==> src/rtl/wishbone_slave2_pkg.sv <==
`default_nettype none
// ============================================================================
//  Module   : wishbone_slave2_pkg
//  Brief    : Shared FSM encoding, register addresses and width default for
//             the two-register Wishbone slave.
//  Revision : 1.0
// ============================================================================
package wishbone_slave2_pkg;

    localparam int DATA_W_DEF = 64;

    localparam logic ADR_DATA = 1'b0;
    localparam logic ADR_CMD  = 1'b1;

    typedef enum logic [1:0] {
        ST_IDLE         = 2'd0,
        ST_ACK          = 2'd1,
        ST_WAIT_RELEASE = 2'd2
    } wb_state_t;

endpackage : wishbone_slave2_pkg
`default_nettype wire

==> src/rtl/wishbone_slave2.sv <==
`default_nettype none
// ============================================================================
//  Module   : wishbone_slave2
//  Brief    : Single-beat Wishbone slave with a DATA and a COMMAND/STATUS
//             register bridging a bus master to a host engine.
//  Revision : 1.0
// ============================================================================
module wishbone_slave2
    import wishbone_slave2_pkg::*;
#(
    parameter int DATA_W = DATA_W_DEF
) (
    input  logic              clock,
    input  logic              reset,
    input  logic              we_i,
    input  logic              adr_i,
    input  logic              strobe,
    input  logic [DATA_W-1:0] wb_data_i,
    input  logic [DATA_W-1:0] host_data_i,
    input  logic              done_i,
    output logic              new_data,
    output logic              new_command,
    output logic [DATA_W-1:0] host_data_o,
    output logic [DATA_W-1:0] wb_data_o,
    output logic              ack_o
);

    wb_state_t         r_state;
    wb_state_t         w_next_state;
    logic              w_access;
    logic [DATA_W-1:0] r_rd_data;
    logic              r_valid;

    always_ff @(posedge clock or posedge reset) begin
        if (reset) begin
            r_state <= ST_IDLE;
        end else begin
            r_state <= w_next_state;
        end
    end

    always_comb begin
        w_next_state = r_state;
        w_access     = 1'b0;
        case (r_state)
            ST_IDLE: begin
                if (strobe) begin
                    w_access     = 1'b1;
                    w_next_state = ST_ACK;
                end
            end
            ST_ACK: begin
                w_next_state = strobe ? ST_WAIT_RELEASE : ST_IDLE;
            end
            ST_WAIT_RELEASE: begin
                if (!strobe) begin
                    w_next_state = ST_IDLE;
                end
            end
            default: begin
                w_next_state = ST_IDLE;
            end
        endcase
    end

    // Ack is a pure decode of the state register, so it is glitch-free and
    // drops the instant reset forces the state back to idle.
    assign ack_o = (r_state == ST_ACK);

    always_ff @(posedge clock or posedge reset) begin
        if (reset) begin
            host_data_o <= '0;
            wb_data_o   <= '0;
            new_data    <= 1'b0;
            new_command <= 1'b0;
        end else begin
            new_data    <= w_access && we_i && (adr_i == ADR_DATA);
            new_command <= w_access && we_i && (adr_i == ADR_CMD);
            if (w_access) begin
                if (we_i) begin
                    host_data_o <= wb_data_i;
                end else if (adr_i == ADR_DATA) begin
                    wb_data_o <= r_rd_data;
                end else begin
                    wb_data_o <= {{(DATA_W-1){1'b0}}, r_valid};
                end
            end
        end
    end

    // A host capture in the same cycle as a DATA read takes priority, so the
    // freshly captured word is never lost behind a cleared flag.
    always_ff @(posedge clock or posedge reset) begin
        if (reset) begin
            r_rd_data <= '0;
            r_valid   <= 1'b0;
        end else if (done_i) begin
            r_rd_data <= host_data_i;
            r_valid   <= 1'b1;
        end else if (w_access && !we_i && (adr_i == ADR_DATA)) begin
            r_valid   <= 1'b0;
        end
    end

endmodule : wishbone_slave2
`default_nettype wire

==> config.mk <==
export PLATFORM = sky130hd
export DESIGN_NAME = wishbone_slave2
export DESIGN_NICKNAME = d
export VERILOG_FILES = /design/src/rtl/wishbone_slave2_pkg.sv /design/src/rtl/wishbone_slave2.sv
export SDC_FILE = /design/constraint.sdc
export NUM_CORES = 1
export LEC_CHECK = 0
export CORE_MARGIN = 3
export CORE_UTILIZATION = 46
export CTS_CLUSTER_SIZE = 28
export DETAILED_ROUTE_END_ITERATION = 10
export HOLD_SLACK_MARGIN = 0.1
export PLACE_DENSITY = 0.8
export SYNTH_ARGS = -nofsm -noshare
export SYNTH_HDL_FRONTEND = slang
export SYNTH_SLANG_ARGS = --single-unit
==> constraint.sdc <==
create_clock -name clock -period 9.5 [get_ports clock]
set_input_delay 1.9 -clock clock [delete_from_list [all_inputs] [get_ports clock]]
set_output_delay 1.9 -clock clock [all_outputs]
set_load 0.01 [all_outputs]
==> results.md, run 1 <==
- The post-synthesis sequential area ratio is 62.3%.
- The share of synthesized cell area in and, or, nand and nor gates is 5.83%.
- The dominant register cell in the synthesized netlist is sky130_fd_sc_hd__dfrtp_1.
- The number of nets in the synthesized netlist is 627.
- Wires add up to 18.1 mm.
- The power density over the cells is 220 nW/um2.
- The number of antenna violations at the first check in global routing is 0.
- The tree built by TritonCTS fans out to 197 sinks.
- After clock tree synthesis, the clock-pin slew on the worst setup and hold paths is 0.07 ns.
- For this run, the slowest stage of the critical path takes 0.76 ns.
- Before antenna repair, the detailed router went through 4 iterations.
- Based on the critical path, the design can be clocked at up to 274 MHz.
- The overflow left after global routing is 0.
- The root buffer cell is sky130_fd_sc_hd__clkbuf_16.
- The die covers 18800 um2.
- The area fraction in compound gates after synthesis is 0.158%.
- The largest driver fanout on the critical path is 66.
- The area share of the leading cell type in the synthesized netlist is 62.3%.
- The kind of cell with the highest combined delay on the critical path is buffers and inverters.
- Summed over all failing endpoints, the final setup total negative slack is 0 ns.
- Detailed placement ended at an HPWL of 12.5 mm.
- Clock latency on the worst-skew pair, taken at its later pin, is 0.42 ns.
- The worst setup path is launched from an input pin.
- The setup slack after placement is 5.35 ns.
- Setup violations remaining at the end of the flow were counted as 0.
- The number of port buffers is 264.
- Yosys attributes the largest share of cell area to sky130_fd_sc_hd__dfrtp_1, sky130_fd_sc_hd__mux2_2, sky130_fd_sc_hd__mux2_4, sky130_fd_sc_hd__nor2b_1, sky130_fd_sc_hd__buf_6.
- The net count of the finished layout is 887.
- Across the routed clock network, the largest skew measured is 0.00681 ns.
- The most common cell in the synthesized netlist is sky130_fd_sc_hd__dfrtp_1.
- After detailed placement, the total cell area comes to 10700 um2.
- Once layout is done, the placed cells without fillers occupy 11200 um2.
- The fraction of layout instances using a drive strength above 1 is 29.2%.
- In this run the cell area of the synthesized design comes to 7920 um2.
- The growth of design area from synthesis to finish is 41.9%.
- The final critical delay including setup and external delays is 3.65 ns.
- The combinational family with the most area after synthesis is multiplexers.
- The number of different library cells used by synthesis comes to 17.
- The floorplan row count is 47.
- Data on the critical path arrives at its endpoint at 3.95 ns.
- The number of failing hold endpoints at the final stage was 0.
- The height of the chip is 137 um.
- The arithmetic-cell share of the synthesized area counting full adders, half adders and majority gates is 0%.
- The final clock period utilization by the worst path is 38.4%.
- The largest individual stage delay along the critical path comes from the cell sky130_fd_sc_hd__buf_4.
- In this run the deepest clock path goes through 2 buffers.
- Global routing consumed, over all layers together, 19.0% of the routing resources.
- The signal on the critical path passes through clkdlybuf4s50_1 -> and4bb_4 -> buf_4 -> mux2_2.
- The number of clock buffers added by TritonCTS is 17.
- After clock tree synthesis, the flow added hold-fix buffers numbering 0.
- The average footprint of a synthesized cell is 16.1 um2.
- The count of antenna diodes in the layout is 0.
- Once the floorplan was initialized, standard cells occupied 47.4% of the core.
- The dominant cell type by area after synthesis is sky130_fd_sc_hd__dfrtp_1.
- Once detail routing completed, the nets flagged for antenna violations numbered 0.
- The average wire length per cell after detail routing is 18.4 um.
- The relative slew slack is 24.4%.
- Once the clock tree was built, the resizer swapped 0 gates to a different size.
- The global placement routability congestion is 0.721.
- Across all layers, the routed design uses 4810 vias.
- The multiplexer fraction of the synthesized cell area is 29.2%.
- After synthesis the netlist holds a flip-flop and latch count of 197.
- The detailed router finished its first iteration with 131 violations.
- The critical path is of the input pin to register type.
- The filler cell count in the final layout is 1144.
- The max-cap violation count is 0.
- The fraction of synthesized cell area in xor and xnor cells is 0%.
- TritonCTS built the clock tree.
- In the routed layout, each cell is associated on average with a via count of 4.88.
- For the worst setup path, the data required time is 9.80 ns.
- The worst setup path is captured at a register.
- The count of buffer and inverter cells on the critical path is 2.
- The type of the tightest min-delay check is register to register.
- The global-route wire length before repair is 27.5 mm.
- The number of instances in the synthesized netlist is 493.
- The total setup buffers inserted after CTS is 0.
- The maximum number of pins on one net before global-route repair is 133.
- The region available for standard cell placement spans 16700 um2.
- The max-slew violation count is 0.
- The run finished with clean final reports.
- Yosys printed 0 warnings.
- For this design the static power due to leakage is 4.78 nW.
- At the pin with the least slew margin, the transition time is 1.13 ns.
- The top-level port count is 265.
- The depth of the CTS H-tree is 4.
- After synthesis, the share of flip-flops with an asynchronous set or reset is 100%.
- Setup repair after global routing left no endpoint under its margin.
- The number of enable-type register cells in the synthesized netlist is 0.
- Counting instances in the post-synthesis netlist gives the leading cell types as sky130_fd_sc_hd__dfrtp_1, sky130_fd_sc_hd__mux2_2, sky130_fd_sc_hd__nor2b_1.
- The via count of the first global-routing pass was 5259.
- The worst-case IR drop observed on VDD is 0.000150 V.
- The number of design rule violations left after detail routing is 0.
- The die span in x is 137 um.
- The worst path meets setup with 5.85 ns of slack.
==> worst reg2reg max path, delay by kind of cell (launching register included) <==
kind                   cells  cell delay (ns)
AND/OR/NAND/NOR            1             0.35
multiplexers               1             0.50
flip-flops                 1             0.44
buffers and inverters      1             0.76
==> metal layers <==
metal / global-route usage [%] / wire length [um] / part of all wire [%]
met5: 0 / 0 / 0
met4: 5.93 / 337 / 1.9
met3: 8.14 / 1750 / 9.7
met1: 21.6 / 6910 / 38
met2: 32.5 / 9100 / 50
==> kinds of logic after synthesis <==
group	after synthesis
buffers and inverters	29
AOI/OAI and AO/OA	2
DFF	197
muxes	193
and+or+nand+nor	72
==> cell usage in the layout (no fill, tap or decap) <==
cell	count
sky130_fd_sc_hd__clkinvlp_4	4
sky130_fd_sc_hd__mux2_4	38
sky130_fd_sc_hd__clkbuf_1	3
sky130_fd_sc_hd__and4bb_4	1
sky130_fd_sc_hd__dfrtp_1	197
sky130_fd_sc_hd__mux2_2	147
sky130_fd_sc_hd__a21oi_1	1
sky130_fd_sc_hd__clkbuf_8	3
sky130_fd_sc_hd__o21a_1	1
sky130_fd_sc_hd__inv_6	2
sky130_fd_sc_hd__nor3b_1	1
sky130_fd_sc_hd__nor2_1	2
sky130_fd_sc_hd__nor4b_4	1
sky130_fd_sc_hd__nor2b_1	66
sky130_fd_sc_hd__clkbuf_16	17
sky130_fd_sc_hd__mux2_1	8
sky130_fd_sc_hd__clkinv_2	1
sky130_fd_sc_hd__buf_2	2
sky130_fd_sc_hd__clkdlybuf4s50_1	262
sky130_fd_sc_hd__and2_1	1
sky130_fd_sc_hd__buf_4	5
sky130_fd_sc_hd__clkinv_4	3
==> power by group <==
part,switching [W],internal (W),leakage [nW]
clock network,0.000301,0.000358,0.256
registers,0.0000922,0.00101,2.39
logic,0.000248,0.000459,2.13
total,0.000641,0.00183,4.78
==> metrics by stage <==
step           hold WS (ns)  utilization [%]  total power [W]  cells
2_1_floorplan         0.473                -          0.00141    493
3_3_place_gp          0.468             64.0          0.00180    954
3_5_place_dp          0.474             64.0          0.00183    954
4_1_cts               0.488             67.3          0.00250    986
5_1_grt               0.497             67.3          0.00259    986
6_report              0.488             67.3          0.00247    986
==> layout make-up <==
| type | instances | area, um2 | area share (%) |
|---|---|---|---|
| inverters | 1 | 8.76 | 0.0780 |
| repair buffers | 269 | 2670 | 23.8 |
| clock buffers | 23 | 478 | 4.25 |
| well taps | 220 | 275 | 2.45 |
| multi-input cells | 267 | 2800 | 24.9 |
| flip-flops and latches | 197 | 4930 | 43.9 |
| clock inverters | 9 | 70.1 | 0.624 |
==> worst paths after layout <==
kind                          startpoint         endpoint  slack [ns]  cells past startpoint
min in group asynchronous          reset  host_data_o[60]        2.11                      2
max reg2reg                   r_state[1]  host_data_o[59]        7.33                      3
min                        wb_data_o[30]    wb_data_o[30]        0.49                      1
max in group asynchronous          reset    wb_data_o[29]        5.88                      3
max                               strobe  host_data_o[59]        5.85                      4
min reg2reg                wb_data_o[30]    wb_data_o[30]        0.49                      1
==> registers in the layout, indices dropped and copies added (netlist names) <==
| register | cells |
|---|---|
| host_data_o | 64 |
| new_command | 1 |
| new_data | 1 |
| r_rd_data | 64 |
| r_state | 2 |
| r_valid | 1 |
| wb_data_o | 64 |
No activity file was read; power rests on OpenSTA's default activity.
==> inputs of run 2 (changes only) <==
- clock period: 9.5 -> 3.5 ns (I/O delays scaled with it)
==> run 2 against run 1 <==
Net effect:
- first-iteration DRC count rose by 13%
- sequential share of layout area fell by 0.64 points
- non-clock buffer count increased by 5
- highest routed layer unchanged
==> results.md, run 2 (synthesis results as in run 1) <==
- The flow ran to the end, and the final reports show no timing, DRC or antenna violations.
- The number of failing hold endpoints at the final stage is 0.
- The routed design has 18.5 mm of wire.
- The floorplan step defined a die boundary enclosing 18800 um2.
- The signal on the critical path passes through nor2b_1 -> clkdlybuf4s50_1.
- The path class of the tightest hold or removal check is register to register.
- On the final layout, the worst clock skew is 0.00959 ns.
- The floorplan has 47 rows.
- Dividing total power by cell area gives a power density of 613 nW/um2.
- The number of clock buffers added by TritonCTS is 17.
- The total area inside the core boundary comes to 16700 um2.
- For this run, the number of standard cells in the final layout without fillers is 991.
- The final count of negative-setup-slack endpoints is 0.
- The average wire length per cell after detail routing is 18.6 um.
- The post-route netlist has 30.0% of its cells at a drive strength greater than 1.
- In the finished design, the share of the clock period the worst path needs comes to 67.4%.
- In this design, the stage delay of the slowest critical-path cell is 0.57 ns.
- Leaving out fill and tap cells, the most frequent cell in the layout is sky130_fd_sc_hd__clkdlybuf4s50_1.
- The cell with the largest stage delay on the worst path is sky130_fd_sc_hd__clkdlybuf4s50_1.
- The number of DRC violations after detailed-routing iteration 0 is 148.
- The height of the chip is 137 um.
- The worst setup path is captured at an output pin.
- The number of design rule violations left after detail routing is 0.
- The final layout contains 892 nets.
- The filler cell count in the final layout is 1176.
- The clock latency reported for the late side of the worst-skew pair is 0.42 ns.
- Summed over all cells, the static leakage comes to 4.86 nW.
- Along the worst path, the maximum fanout reaches 5.
- The initial utilization of the core area, before any placement, comes to 47.4%.
- Based on the critical path, the design can be clocked at up to 424 MHz.
- At the worst endpoint, the arrival time is 1.66 ns.
- In this run the clock root is driven by a sky130_fd_sc_hd__clkbuf_16.
- The overflow left after global routing is 0.
- Port buffering added 264 buffers.
- The depth of the CTS H-tree is 4.
- The max-slew violation count was 0.
- The die span in x is 137 um.
- The count of placed standard cells including taps is 959.
- The growth of design area from synthesis to finish is 44.0%.
- Across every metal layer, demand over resource in global routing totals 19.4%.
- Entering global routing, the biggest net connects 86 pins.
- At the pin with the least slew margin, the transition time is 0.752 ns.
- TritonCTS built the clock tree.
- The aggregate negative setup slack is 0 ns.
- The first global-routing pass estimated 28.1 mm of wire.
- The max-cap violation count is 0.
- The count of buffer and inverter cells on the critical path is 1.
- The number of setup buffers added after CTS is 0.
- Across all hold checks on the routed design, the worst slack comes to 0.497 ns.
- The number of antenna violations at the first check in global routing is 0.
- The clock net sink count is 197.
- The maximum ir drop on the vdd rail is 0.000396 V.
- The via count of the first global-routing pass is 5188.
- STA puts the critical path data required time at 2.80 ns.
- For this design, the CTS-stage hold fixing added 0 buffers.
- The top-level port count is 265.
- The top cell types in the final layout, fill and taps aside, are sky130_fd_sc_hd__clkdlybuf4s50_1, sky130_fd_sc_hd__dfrtp_1, sky130_fd_sc_hd__mux2_2, sky130_fd_sc_hd__nor2b_1, sky130_fd_sc_hd__mux2_4.
- For the finished layout, the period the worst path requires is 2.36 ns.
- The post-detailed-route via-to-cell ratio is 4.94.
- The number of routed nets with antenna violations is 0.
- The number of antenna diodes in the final layout is 0.
- The maximum buffer depth of the clock tree is 2.
- STA classifies the critical path startpoint as a register.
- The detailed-routing iteration count for the pre-antenna-repair pass is 4.
- The design draws 0.00699 W.
- The detailed router placed 4895 vias in this run.
- Once detailed placement completed, the half-perimeter wirelength came to 13.1 mm.
- The worst setup path is of the register to output pin kind.
- Routability-driven placement finished with a final weighted congestion of 0.744.
- Headroom to the max-slew limit came out at 49.7%.
- The kind of cell with the highest combined delay on the critical path is buffers and inverters.
- Once the clock tree was built, the resizer swapped 0 gates to a different size.
- In the final layout, the registers with the most flip-flops are host_data_o: 64 flops, r_rd_data: 64 flops, wb_data_o: 64 flops.
- After clock tree synthesis, the clock-pin slew on the worst setup and hold paths is 0.07 ns.
- Setup repair after global routing left no endpoint under its margin.
## run 2: through the flow
step | utilization, % | instance area, um2 | worst slack (ns)
after floorplan | - | 7920 | 0.254
after global placement | 64.5 | 10800 | 0.929
after detailed placement | 64.5 | 10800 | 0.867
after CTS | 68.3 | 11400 | 1.11
after global routing | 68.3 | 11400 | 1.07
final | 68.3 | 11400 | 1.14
## run 2: layout make-up
class	instances	area, um2	area share [%]
Multi-Input combinational cell	267	2800	24.6
Inverter	1	7.51	0.0659
Sequential cell	197	4930	43.2
Clock buffer	18	429	3.76
Tap cell	220	275	2.41
Clock inverter	14	198	1.73
Timing Repair Buffer	274	2760	24.2
## run 2: layer usage
| layer | global-route usage [%] | wire (um) | vias to the layer above |
|---|---|---|---|
| met4 | 5.27 | 255 | 0 |
| met1 | 23.3 | 7220 | 2479 |
| met5 | 0 | 0 | - |
| li1 | - | - | 2222 |
| met2 | 32.5 | 9300 | 177 |
| met3 | 7.63 | 1700 | 17 |
## run 2: path summary, 6_finish.rpt
kind                                from         endpoint  slack, ns  cells past startpoint
setup / recovery              r_state[0]            ack_o       1.14                      2
hold / removal             wb_data_o[23]    wb_data_o[23]       0.50                      1
setup reg to reg              r_state[1]  host_data_o[62]       1.55                      3
hold reg to reg            wb_data_o[23]    wb_data_o[23]       0.50                      1
max in group asynchronous          reset    wb_data_o[26]       1.88                      3
min in group asynchronous          reset  host_data_o[37]       0.75                      2
## run 2: worst reg2reg max path: stages (launching register included)
cell,delay (ns)
sky130_fd_sc_hd__dfrtp_1,0.45
sky130_fd_sc_hd__and4bb_4,0.71
sky130_fd_sc_hd__buf_12,0.31
sky130_fd_sc_hd__mux2_2,0.36
## run 2: power breakdown
| part | internal, W | switching [W] |
|---|---|---|
| clock | 0.00121 | 0.000866 |
| sequential | 0.00274 | 0.000250 |
| combinational | 0.00125 | 0.000673 |
| total | 0.00520 | 0.00179 |
